`src/rtl/rr_arb2_datapath_pkg.sv`:
```
`default_nettype none
// ============================================================================
// Module   : rr_arb2_datapath_pkg
// Purpose  : Shared state encoding and counter width for the 2-way arbiter.
// Revision : 1.0
// ============================================================================
package rr_arb2_datapath_pkg;

    localparam int CNT_W = 4;

    typedef enum logic [1:0] {
        IDLE = 2'd0,
        OWN0 = 2'd1,
        OWN1 = 2'd2
    } state_t;

    function automatic state_t own_state(input logic g);
        return g ? OWN1 : OWN0;
    endfunction

endpackage
`default_nettype wire

```
`src/rtl/rr_arb2_datapath_mux.sv`:
```
`default_nettype none
// ============================================================================
// Module   : MUX2T1_64
// Purpose  : 2:1 data steering mux; sel=0 picks a, sel=1 picks b.
// Revision : 1.0
// ============================================================================
module MUX2T1_64 #(
    parameter int WIDTH = 64
) (
    input  logic             sel,
    input  logic [WIDTH-1:0] a,
    input  logic [WIDTH-1:0] b,
    output logic [WIDTH-1:0] y
);

    assign y = sel ? b : a;

endmodule
`default_nettype wire

```
`src/rtl/rr_arb2_datapath.sv`:
```
`default_nettype none
// ============================================================================
// Module   : rr_arb2_datapath
// Purpose  : Round-robin arbiter sharing one registered datapath between two
//            valid/ready producers, with bounded bursts per owner.
// Revision : 1.0
// ============================================================================
module rr_arb2_datapath
    import rr_arb2_datapath_pkg::*;
#(
    parameter int WIDTH = 64,
    parameter int BURST = 4
) (
    input  logic             clk,
    input  logic             rst,
    input  logic             in0_valid,
    input  logic [WIDTH-1:0] in0_data,
    output logic             in0_ready,
    input  logic             in1_valid,
    input  logic [WIDTH-1:0] in1_data,
    output logic             in1_ready,
    output logic             out_valid,
    output logic [WIDTH-1:0] out_data,
    output logic             out_src,
    input  logic             out_ready,
    output logic             sel,
    output logic             busy
);

    localparam logic [CNT_W-1:0] c_burst = CNT_W'(BURST);
    localparam logic [CNT_W-1:0] c_one   = CNT_W'(1);

    state_t             r_state;
    state_t             w_state_nxt;
    logic [CNT_W-1:0]   r_cnt;
    logic [CNT_W-1:0]   w_cnt_nxt;
    logic               r_prio;
    logic               w_prio_nxt;
    logic               r_out_valid;
    logic [WIDTH-1:0]   r_out_data;
    logic               r_out_src;

    logic               w_gvalid;
    logic               w_g;
    logic               w_load_en;
    logic               w_fire;
    logic [WIDTH-1:0]   w_mux_y;

    // Grant: the owner keeps the path until its burst is spent or it goes
    // quiet; a lone requester is never stalled by the burst limit.
    always_comb begin
        w_gvalid = in0_valid | in1_valid;
        w_g      = 1'b0;
        case (r_state)
            OWN0: begin
                if (in0_valid && (r_cnt < c_burst)) w_g = 1'b0;
                else if (in1_valid)                 w_g = 1'b1;
                else                                w_g = 1'b0;
            end
            OWN1: begin
                if (in1_valid && (r_cnt < c_burst)) w_g = 1'b1;
                else if (in0_valid)                 w_g = 1'b0;
                else                                w_g = in1_valid;
            end
            default: w_g = (in0_valid && in1_valid) ? r_prio : in1_valid;
        endcase
    end

    assign w_load_en = !r_out_valid || out_ready;
    assign w_fire    = w_gvalid && w_load_en && !rst;

    assign sel       = w_gvalid & w_g;
    assign in0_ready = w_fire && !w_g;
    assign in1_ready = w_fire &&  w_g;

    MUX2T1_64 #(
        .WIDTH (WIDTH)
    ) u_mux (
        .sel (sel),
        .a   (in0_data),
        .b   (in1_data),
        .y   (w_mux_y)
    );

    // A stall (requests pending, output blocked) holds state, cnt and prio.
    always_comb begin
        w_state_nxt = r_state;
        w_cnt_nxt   = r_cnt;
        w_prio_nxt  = r_prio;
        if (w_fire) begin
            w_state_nxt = own_state(w_g);
            w_cnt_nxt   = ((r_state == own_state(w_g)) && (r_cnt < c_burst))
                          ? r_cnt + c_one : c_one;
        end else if (!w_gvalid) begin
            w_state_nxt = IDLE;
            w_cnt_nxt   = '0;
            if (r_state == OWN0)      w_prio_nxt = 1'b1;
            else if (r_state == OWN1) w_prio_nxt = 1'b0;
        end
    end

    always_ff @(posedge clk) begin
        if (rst) begin
            r_state <= IDLE;
            r_cnt   <= '0;
            r_prio  <= 1'b0;
        end else begin
            r_state <= w_state_nxt;
            r_cnt   <= w_cnt_nxt;
            r_prio  <= w_prio_nxt;
        end
    end

    always_ff @(posedge clk) begin
        if (rst) begin
            r_out_valid <= 1'b0;
            r_out_data  <= '0;
            r_out_src   <= 1'b0;
        end else if (w_fire) begin
            r_out_valid <= 1'b1;
            r_out_data  <= w_mux_y;
            r_out_src   <= w_g;
        end else if (out_ready) begin
            r_out_valid <= 1'b0;
        end
    end

    assign out_valid = r_out_valid;
    assign out_data  = r_out_data;
    assign out_src   = r_out_src;
    assign busy      = (r_state != IDLE) || r_out_valid;

endmodule
`default_nettype wire

```
`config.mk`:
```
export PLATFORM = sky130hd
export DESIGN_NAME = rr_arb2_datapath
export DESIGN_NICKNAME = d
export VERILOG_FILES = /design/src/rtl/rr_arb2_datapath_pkg.sv /design/src/rtl/rr_arb2_datapath_mux.sv /design/src/rtl/rr_arb2_datapath.sv
export SDC_FILE = /design/constraint.sdc
export NUM_CORES = 1
export LEC_CHECK = 0
export ABC_AREA = 0
export CAP_MARGIN = 20
export CORE_MARGIN = 10
export CORE_UTILIZATION = 38
export CTS_BUF_LIST = sky130_fd_sc_hd__clkbuf_4
export DETAILED_ROUTE_END_ITERATION = 10
export GPL_TIMING_DRIVEN = 1
export PLACE_DENSITY = 0.83
export SETUP_SLACK_MARGIN = 0.15
export SLEW_MARGIN = 20
export SYNTH_ARGS = -nofsm -noshare
export SYNTH_HDL_FRONTEND = slang
export SYNTH_SLANG_ARGS = --single-unit
```
`constraint.sdc`:
```
create_clock -name clk -period 2.8 [get_ports clk]
set_input_delay 0.7 -clock clk [delete_from_list [all_inputs] [get_ports clk]]
set_output_delay 0.7 -clock clk [all_outputs]
set_load 0.01 [all_outputs]
```
==> results of run 1 <==
## metrics by stage
stage	power, mW	TNS, ns	hold WS (ns)	instance area, um2
final	2.72	0	0.490	5530
after global routing	2.87	0	0.503	5530
after CTS	2.75	0	0.492	5520
after detailed placement	1.99	-1.09	0.466	5320
after global placement	1.97	-1.02	0.453	5320
after floorplan	1.54	0	0.437	3200
## cell usage after synthesis (all sizes together), types with 2 or more instances
cell type  number
ha              4
and3            2
clkbuf         20
nand2         130
nor2           72
buf            17
and2            2
a32o            2
nand2b          3
dfxtp          73
o21ai           4
inv             4
a311oi         64
a21oi           3
## state kept, by name, summed over array words and instances, names as in the netlist
register,flops
out_data,64
r_cnt,4
r_state,2
out_src,1
out_valid,1
r_prio,1
## cells by family (layout without fill, tap and decap cells)
| family | after synthesis | count (layout) | share of synthesized area |
|---|---|---|---|
| muxes | 2 | 2 | 0.00665 |
| buffers and inverters | 41 | 242 | 0.0603 |
| AOI/OAI and AO/OA | 78 | 78 | 0.205 |
| and+or+nand+nor | 211 | 211 | 0.255 |
| DFF | 73 | 73 | 0.457 |
| adders and majority gates | 4 | 4 | 0.0157 |
## per-layer routing
layer | global-route usage | vias up | share of wire | routed length, um
met2 | 0.325 | 140 | 0.52 | 6440
li1 | - | 1816 | - | -
met4 | 0.0480 | 0 | 0.015 | 185
met3 | 0.0655 | 15 | 0.072 | 896
met1 | 0.207 | 1710 | 0.39 | 4880
met5 | 0 | - | 0 | 0
## worst max-delay path by stage
| stage | from | end | slack, ns | depth (start not counted) |
|---|---|---|---|---|
| 5_1_grt | r_state[1] | in0_ready | 0.16 | 8 |
| 6_report | in1_valid | in0_ready | 0.22 | 6 |
| 2_1_floorplan | r_state[0] | in1_ready | 0.40 | 8 |
| 3_3_place_gp | in0_valid | in1_ready | -0.27 | 6 |
| 4_1_cts | in1_valid | sel | 0.12 | 5 |
| 3_5_place_dp | in0_valid | in1_ready | -0.26 | 6 |
## power groups by stage
stage | clock network (mW) | logic [mW] | registers [mW]
CTS | 0.765 | 0.811 | 1.17
detailed placement | 0 | 0.795 | 1.19
global placement | 0 | 0.779 | 1.19
global route | 0.815 | 0.875 | 1.18
finish | 0.742 | 0.809 | 1.17
floorplan | 0 | 0.307 | 1.23
## cell type report
class                      count  area (um2)
timing repair buffer         222        2190
inverter                       4        15.0
tap                          105         131
clock inverter                 6        82.6
fill                         676        2690
multi-input combinational    295        1570
clock buffer                  10        75.1
sequential                    73        1460
## worst max-delay path, delay by kind of cell
family	cells	cell delay (ns)
buffers and inverters	3	0.71
AND/OR/NAND/NOR	1	0.04
AO/OA/AOI/OAI	2	0.43
## repair_timing
action,4_1_cts,5_1_grt
pin swaps,1,1
cloned,0,0
resized for setup,14,6
setup buffers,5,0
setup endpoints to repair,3,5
==> impl_metrics.tcl, run 1 <==
set metrics [dict create \
    status "finished, final reports clean" \
    cts-root-buf "clkbuf_4" \
    drc 0 \
    fp.dieH_um 112 \
    clockPowerShare 0.273 \
    finish.utilization 0.673 \
    finalHoldViolCount 0 \
    post-route-min-period_ns 2.58 \
    r2r-end "r_cnt[2]" \
    drt_wl_total_um 12400 \
    timing.slew.headroom 0.495 \
    first_iter_violations 209 \
    initial_utilization 0.389 \
    maxSlewViolCount 0 \
    post-place-ws_ns -0.263 \
    p_leak_nw 2.13 \
    crit_path_max_incr_delay_ns 0.48 \
    io_pins 203 \
    grt_max_degree 70 \
    netlist_instances 409 \
    rsz0062_at_grt "no" \
    layout-drive-gt1-share 0.0803 \
    yosys.area.top_type "dfxtp_1" \
    synth_sequential_area_ratio 0.457 \
    combinationalPowerShare 0.297 \
    clk_path_buf_depth 2 \
    cp_max_fo 3 \
    startpoint_type "input port" \
    worstReg2RegStart "r_state[0]" \
    antenna_found_initial 0 \
    dp.cells 694 \
    numCtsBuffers 9 \
    endpoint_kind "output port" \
    die_area_um2 12500 \
    ant_nets 0 \
    min_to "r_cnt[1]" \
    fin_worst_skew_ns 0.0129 \
    setup_violations 0 \
    clk_pin_slew_ns 0.11 \
    ys_warn_count 0 \
    worst_r2r_path_depth 11 \
    ctsHoldBuffers 0 \
    sw_frac_of_total 0.287 \
    dr.pass1.iters 4 \
    hold_start "r_cnt[1]" \
    ys_async_sr_fraction 0 \
    syn_area_per_cell_um2 7.82 \
    clock-sinks 73 \
    clkLatencyLatePin_ns 0.42 \
    final_cell_mix "clkdlybuf4s50_1 (197), nand2_1 (130), nor2_1 (72), dfxtp_1 (71), a311oi_1 (64)" \
    cp_slowest_cell "clkdlybuf4s50_1" \
    synth_edf_count 0 \
    wl_per_cell_um 17.4 \
    hold_depth 1 \
    hold_class "flop to flop" \
    max_freq_mhz 388 \
    core_area_um2 8220 \
    grt_pass1_wl_um 19100 \
    synth_ff_type "dfxtp_1" \
    pwr_density_cell_nw_per_um2 492 \
    netlist_area_um2 3200 \
    final_cells 715 \
    p_int_mw 1.94 \
    ys_types 27 \
    fin_crit_sh 0.920 \
    io_buffers 202 \
    layout_commonest_cell "clkdlybuf4s50_1" \
    critPathRequiredTime_ns 2.10 \
    yosys.area.top_type_share 0.457 \
    hpwl_um 9220 \
    die_x_um 112 \
    overflow 0 \
    fin_ws_ns 0.225 \
    worstPathCellList "clkdlybuf4s50_1 -> o31ai_1 -> a311o_2 -> inv_2 -> nor2_1 -> buf_2" \
    grt.total_usage 0.185 \
    r2r_slack_ns 0.32 \
    vdd_drop_max_mv 0.322 \
    synth_area_leaders "dfxtp_1 (46%), a311oi_1 (18%), nand2_1 (15%), nor2_1 (8.5%), clkbuf_1 (2.3%)" \
    via_count 3681 \
    path_class "input port to output port" \
    cp.arrival_ns 1.88 \
    viasPerCell 5.15 \
    place_congestion 0.810 \
    syn-num-nets 546 \
    synth-seq-cells 73 \
    rows 33 \
    worstMarginPinSlew_ns 0.758 \
    cts_tree "done" \
    p_seq_frac 0.430 \
    antenna_cells 0 \
    htree_levels 3 \
    maxCapViolCount 0 \
    grt_pass1_vias 3477 \
    power_switching_mw 0.781 \
    area_growth_pct 73.0 \
    final_nets 742 \
]
(Power assumes the default switching activity.)
==> inputs of run 2 (changes only) <==
- CORE_ASPECT_RATIO: unset -> 0.75
- PLACE_DENSITY: 0.83 -> 0.87
==> run 2 against run 1 <==
Die area grew 0.30%; clock skew down 0.0014 ns; final cell count shrank 0.14%; largest power group unchanged; highest routed layer unchanged; first-iteration DRC count rose by 17%; utilization increased by 1.5 points; flip-flop and latch count did not move; wire length is 0.86% higher.
==> impl_metrics.tcl, run 2 (same netlist as run 1, synthesis figures left out) <==
set metrics [dict create \
    clk_path_buf_depth 2 \
    fill_cells 639 \
    rows 28 \
    drt_wl_total_um 12500 \
    clock-sinks 73 \
    status "finished, final reports clean" \
    startpoint_type "flop" \
    worst_r2r_path_depth 10 \
    layout_commonest_cell "clkdlybuf4s50_1" \
    p_leak_nw 2.13 \
    final_cells 714 \
    antenna_found_initial 0 \
    cts_tree "done" \
    core_area_um2 8020 \
    timing.slew.headroom 0.491 \
    finish.utilization 0.689 \
    place_congestion 0.849 \
    area_growth_pct 72.8 \
    layout-drive-gt1-share 0.0870 \
    grt_max_degree 70 \
    maxSlewViolCount 0 \
    dr.pass1.iters 5 \
    viasPerCell 5.15 \
    finalHoldViolCount 0 \
    numCtsBuffers 9 \
    post-route-min-period_ns 2.61 \
    total_power_mw 2.62 \
    hpwl_um 9380 \
    final_cell_mix "clkdlybuf4s50_1 (196), nand2_1 (130), nor2_1 (71), dfxtp_1 (71), a311oi_1 (64)" \
    overflow 0 \
    hold_class "flop to flop" \
    grt_pass1_wl_um 18800 \
    io_pins 203 \
    antenna_cells 0 \
    rsz0062_at_grt "yes" \
    pwr_density_cell_nw_per_um2 473 \
    path_class "flop to output port" \
    final_nets 741 \
    grt_pass1_vias 3489 \
    htree_levels 3 \
    vdd_drop_max_mv 0.295 \
    worstMarginPinSlew_ns 0.763 \
    setup_violations 0 \
    worstReg2RegStart "r_state[0]" \
    critPathRequiredTime_ns 2.10 \
    dp.cells 695 \
    clk_pin_slew_ns 0.11 \
    initial_utilization 0.398 \
    multi_input_comb_area_um2 1600 \
    hold_start "r_cnt[0]" \
    max_freq_mhz 383 \
    wl_per_cell_um 17.5 \
    io_buffers 202 \
    ant_nets 0 \
    r2r-end "r_cnt[2]" \
    first_iter_violations 244 \
    postPlaceCellArea_um2 5320 \
    postLayoutCellArea_um2 5530 \
    fin_worst_skew_ns 0.0115 \
    cp_max_fo 4 \
    die_x_um 126 \
    endpoint_kind "output port" \
    fin_crit_sh 0.932 \
    cp.arrival_ns 1.91 \
    min_to "r_cnt[0]" \
    maxCapViolCount 0 \
    via_count 3676 \
    drc 0 \
    largest_reg_flops 64 \
    holdWs_ns 0.477 \
    cts-root-buf "clkbuf_4" \
    register_area_um2 1470 \
    r2r_slack_ns 0.37 \
    hold_depth 1 \
    grt.total_usage 0.184 \
    clkLatencyLatePin_ns 0.42 \
    fp.dieH_um 99.4 \
    die_area_um2 12500 \
]
==> run 2: critical path: stages, from the launching register on <==
cell and delay (ns):
dfxtp_4 0.39, inv_4 0.05, ha_4 0.26, nand2b_4 0.07, a21oi_2 0.03, a311o_2 0.38, buf_6 0.14, nor2_4 0.07
buf_6 0.10
==> run 2: how the worst max path moves through the flow <==
stage / end / start / cells past startpoint
CTS: in1_ready / r_state[0] / 7
detailed placement: in0_ready / in0_valid / 7
floorplan: in1_ready / r_state[0] / 8
global placement: in1_ready / in0_valid / 6
finish: in1_ready / r_state[0] / 8
global route: in1_ready / r_state[0] / 8
==> run 2: per-layer routing <==
metal  track usage  vias up  part of all wire
met5             0        -                 0
met4        0.0410        0             0.012
met3        0.0764       12             0.074
met2         0.318      160              0.51
met1         0.209     1693              0.41
li1              -     1811                 -
==> run 2: stage by stage <==
| stage | setup TNS, ns | setup WS [ns] |
|---|---|---|
| 6_report | 0 | 0.191 |
| 5_1_grt | 0 | 0.103 |
| 4_1_cts | 0 | 0.162 |
| 3_5_place_dp | -1.20 | -0.279 |
| 3_3_place_gp | -0.881 | -0.230 |
| 2_1_floorplan | 0 | 0.399 |
==> run 2: repair_timing <==
| item | CTS | global route |
|---|---|---|
| hold buffers | 0 | 0 |
| gates resized for setup | 16 | 16 |
| endpoints found under the hold margin | 0 | 0 |
| setup buffers | 3 | 0 |
| setup endpoints to repair | 3 | 3 |
| pin swaps | 2 | 2 |
==> run 2: area by class of cell <==
type / instances / area share
tap: 105 / 0.0238
inverter: 4 / 0.00362
timing repair buffer: 221 / 0.395
multi-input combinational: 295 / 0.289
clock buffer: 11 / 0.0149
sequential: 73 / 0.265
clock inverter: 5 / 0.00838
==> run 2: where the power goes <==
part           total, mW  switching [mW]  leakage, nW  internal, mW
registers           1.17          0.0456        0.604          1.13
clock network      0.632           0.349       0.0734         0.283
logic              0.812           0.364         1.45         0.448
==> inputs of run 3 (changes only) <==
- CTS_CLUSTER_SIZE: unset -> 30
==> results of run 3 <==
Same layout as run 2: the final DEF is identical, and so are final timing and power.
